**config.mk**
```make
export PLATFORM = sky130hd
export DESIGN_NAME = quick_attack_sequencer
export DESIGN_NICKNAME = d
export VERILOG_FILES = /design/src/rtl/quick_attack_sequencer.sv
export SDC_FILE = /design/constraint.sdc
export NUM_CORES = 1
export LEC_CHECK = 0
export ABC_AREA = 1
export CAP_MARGIN = 20
export CORE_MARGIN = 4
export CORE_UTILIZATION = 49
export CTS_CLUSTER_SIZE = 24
export DETAILED_ROUTE_END_ITERATION = 12
export PLACE_DENSITY = 0.83
export SYNTH_ARGS = -nofsm -noshare
export SYNTH_HDL_FRONTEND = slang
export SYNTH_SLANG_ARGS = --single-unit
```
**constraint.sdc**
```tcl
create_clock -name clock -period 2.7 [get_ports clock]
set_clock_uncertainty 0.05 [all_clocks]
set_input_delay 0.675 -clock clock [delete_from_list [all_inputs] [get_ports clock]]
set_output_delay 0.675 -clock clock [all_outputs]
set_load 0.05 [all_outputs]
```
**src/rtl/quick_attack_sequencer.sv**
```systemverilog
// Frame-by-frame sequencer for the quick-attack sprite path: draw, wait for a
// frame tick, erase, step one pixel, redraw, until STEPS steps have been taken.
module quick_attack_sequencer #(
    parameter int STEPS = 50
) (
    input  logic       clock,
    input  logic       reset,
    input  logic       start,
    input  logic       draw_done,
    input  logic       erase_done,
    input  logic       frame_tick,
    output logic       enable_animate,
    output logic       enable_draw,
    output logic       enable_erase,
    output logic       step,
    output logic       plot,
    output logic       colour_sel,
    output logic       busy,
    output logic       done,
    output logic [5:0] step_count
);

    localparam logic [5:0] LAST_STEP = 6'(STEPS);

    typedef enum logic [2:0] {
        IDLE,
        DRAW,
        WAIT,
        ERASE,
        STEP,
        FINISH
    } state_t;

    state_t state, state_next;
    logic   animate_d, draw_d, erase_d, step_d, busy_d, done_d;

    always_ff @(posedge clock or posedge reset) begin
        if (reset) state <= IDLE;
        else       state <= state_next;
    end

    always_comb begin
        state_next = state;
        case (state)
            IDLE:    if (start) state_next = DRAW;
            DRAW:    if (draw_done) state_next = (step_count == LAST_STEP) ? FINISH : WAIT;
            WAIT:    if (frame_tick) state_next = ERASE;
            ERASE:   if (erase_done) state_next = STEP;
            STEP:    state_next = DRAW;
            FINISH:  state_next = IDLE;
            default: state_next = IDLE;
        endcase
    end

    // Outputs are decoded from the next state and registered, so each flop
    // already holds the Moore value of the state being entered.
    always_comb begin
        draw_d    = (state_next == DRAW);
        erase_d   = (state_next == ERASE);
        step_d    = (state_next == STEP);
        done_d    = (state_next == FINISH);
        busy_d    = (state_next != IDLE);
        animate_d = busy_d && !done_d;
    end

    always_ff @(posedge clock or posedge reset) begin
        if (reset) begin
            enable_animate <= 1'b0;
            enable_draw    <= 1'b0;
            enable_erase   <= 1'b0;
            step           <= 1'b0;
            plot           <= 1'b0;
            colour_sel     <= 1'b0;
            busy           <= 1'b0;
            done           <= 1'b0;
        end else begin
            enable_animate <= animate_d;
            enable_draw    <= draw_d;
            enable_erase   <= erase_d;
            step           <= step_d;
            plot           <= draw_d | erase_d;
            colour_sel     <= erase_d;
            busy           <= busy_d;
            done           <= done_d;
        end
    end

    always_ff @(posedge clock or posedge reset) begin
        if (reset)                      step_count <= 6'd0;
        else if (state == IDLE && start) step_count <= 6'd0;
        else if (state == STEP)         step_count <= step_count + 6'd1;
    end

endmodule

```
==> out/qor.yml <==
outcome:
  status: "finished, final reports clean"
timing:
  max_freq_mhz: 425
  finalMaxSlewViolations: 0
  post-route-period-util_pct: 87.1
  post-route-min-period_ns: 2.35
  finalSetupViolCount: 0
  tns_ns: 0
  worst_pin_slew_ns: 0.585
  rsz0062_at_grt: "false"
  hold_viol: 0
  slew_headroom_pct: 61.0
global_routing:
  grt_pass1_vias: 635
  grt_overflow: 0
  grt_pass1_wl_um: 2720
  track_usage_pct: 18.1
  antenna_found_initial: 0
  grt_max_degree: 17
clocking:
  clockRootBuffer: "clkbuf_4"
  clock_path_buffers: 2
  ctsHoldBuffers: 0
  cts_resized: 0
  cts_max_level: 1
  numClockSinks: 16
  post_cts_buffers: 0
  tritoncts: "done"
  numCtsBuffers: 3
  clk_pin_slew_ns: 0.09
  clk_latency_ns: 0.28
logic_synthesis:
  yosysWarnings: 0
  synth-seq-area-share_pct: 53.4
  ys.flop_type: "dfrtp_1"
  yosys-top-cells-area: "dfrtp_1, nand2_1, inv_1, nand3_1, nor2_1"
  synth_compound_area_share_pct: 6.68
  synthAdderAreaFrac_pct: 3.34
  syn_area_um2: 749
  synth_top_cell_by_area: "dfrtp_1"
  syn_inst: 87
  synth_mux_area_share_pct: 1.34
  synthDistinctLibCells: 20
  synth_top_area_share_pct: 53.4
  syn_nets: 95
  synth_top_family_by_area: "simple AND/OR/NAND/NOR gates"
  syn_area_per_cell_um2: 8.61
  synth-simple-area-share_pct: 25.5
  ys_ff_latch: 16
  synth-edff-count: 0
  async_flop_share_pct: 100
  synth_xor_area_share_pct: 1.17
critical_path:
  cp.arrival_ns: 1.63
  cp_top_family: "buffers and inverters"
  cpMaxStageDelayCell: "clkdlybuf4s50_1"
  crit_buf_inv: 1
  worst-path-stages: 1
  critPathMaxFanout: 7
  cp-end-kind: "primary output"
  slowest_delay_ns: 0.85
  path_class: "reg -> out"
  critPathLaunchType: "flop"
  worstRegToRegCells: 9
  path_cells: "clkdlybuf4s50_1"
  required_ns: 1.98
routing:
  first_iter_violations: 22
  viasPerCell: 5.45
  route.detailed.drc: 0
  drt_pass1_iterations: 5
  vias: 676
  ant_nets: 0
  wirelength_um: 1610
  wl_per_cell_um: 13.0
pwr:
  vdd_ir_drop_max_mv: 0.642
  p_leak_nw: 0.505
  power_density_nw_per_um2: 1020
  total_power_w: 0.00101
finish:
  fin_area_um2: 987
  final_cells: 124
  synthToLayoutAreaGrowth_pct: 31.7
  drive_above_1_share_pct: 11.0
  fin_nets: 118
  insertedDiodeCount: 0
place:
  io_buffers: 19
  gp_congestion: 0.764
  dp_cells: 120
  placed_area_um2: 951
  dpl.hpwl_um: 1260
worst_hold_path:
  min_path_cells: 1
  hold_class: "reg -> reg"
floorplan:
  rows: 13
  start_util_pct: 54.9
  die_x_um: 47.1
  die_area_um2: 2220
  coreArea_um2: 1370
  die-height_um: 47.1
  pin_count: 20
flow_run:
  drv_cap: 0
[where the power goes]
part | internal [W] | total (W) | leakage (nW) | switching [W]
combinational | 0.000157 | 0.000496 | 0.274 | 0.000339
clock | 0.0000821 | 0.000156 | 0.0210 | 0.0000740
sequential | 0.000303 | 0.000356 | 0.209 | 0.0000532
[synthesized netlist by cell type (2+ instances only)]
cell / n
nand3_1: 8
inv_1: 12
nor2_2: 2
dfrtp_1: 16
inv_2: 3
ha_1: 2
nand4_1: 3
nand2_1: 19
o21ai_0: 3
nor2_1: 9
[area by class of cell]
| type | count | area [µm²] |
|---|---|---|
| flip-flops and latches | 16 | 400 |
| fillers | 110 | 379 |
| multi-input cells | 55 | 285 |
| repair buffers | 19 | 190 |
| inverters | 15 | 56.3 |
| clock buffers | 4 | 36.3 |
| well taps | 15 | 18.8 |
[final timing paths]
path                                      startpoint                         to  slack (ns)
max                        step_count[2]$_DFFE_PP0P_              step_count[2]        0.35
min                        step_count[5]$_DFFE_PP0P_  step_count[5]$_DFFE_PP0P_        0.46
max reg2reg                step_count[0]$_DFFE_PP0P_   enable_animate$_DFF_PP0_        1.20
min reg2reg                step_count[5]$_DFFE_PP0P_  step_count[5]$_DFFE_PP0P_        0.46
max in group asynchronous                      reset  step_count[1]$_DFFE_PP0P_        1.53
min in group asynchronous                      reset             step$_DFF_PP0_        0.70
[layout by cell type (no fill, tap or decap), types with 2 or more instances in the layout]
cell type	Yosys	final
dfrtp_1	16	16
o21ai_0	3	3
clkbuf_4	0	3
inv_1	12	12
ha_1	2	2
nand3_1	8	8
clkdlybuf4s50_1	0	19
nor2_2	2	2
nand2_1	19	19
nor2_1	9	9
nand4_1	3	3
inv_2	3	3
[kinds of logic after synthesis]
family                     after synthesis
and+or+nand+nor                         43
xor gates and xnor gates                 1
adders and majority gates                2
DFF                                     16
buffers and inverters                   16
AOI/OAI and AO/OA                        8
muxes                                    1
[through the flow]
step	hold slack [ns]	util, %	setup WS (ns)
after floorplan	0.539	-	1.04
after global placement	0.438	69.6	0.712
after detailed placement	0.446	69.6	0.667
after CTS	0.459	72.3	0.334
after global routing	0.486	72.3	0.271
final	0.457	72.3	0.348
[layer usage]
metal  share of wire, %  global-route usage, %
met1                 40                   21.4
met2                 50                   29.3
met3                8.1                   4.98
met4                2.4                   10.5
met5                  0                      0
[flip-flops by register name (all words and copies together) (netlist names)]
| name | count |
|---|---|
| done | 1 |
| enable_draw | 1 |
| colour_sel | 1 |
| step | 1 |
| busy | 1 |
| plot | 1 |
| enable_animate | 1 |
| step_count | 6 |
| state | 3 |
(Power assumes the default switching activity.)
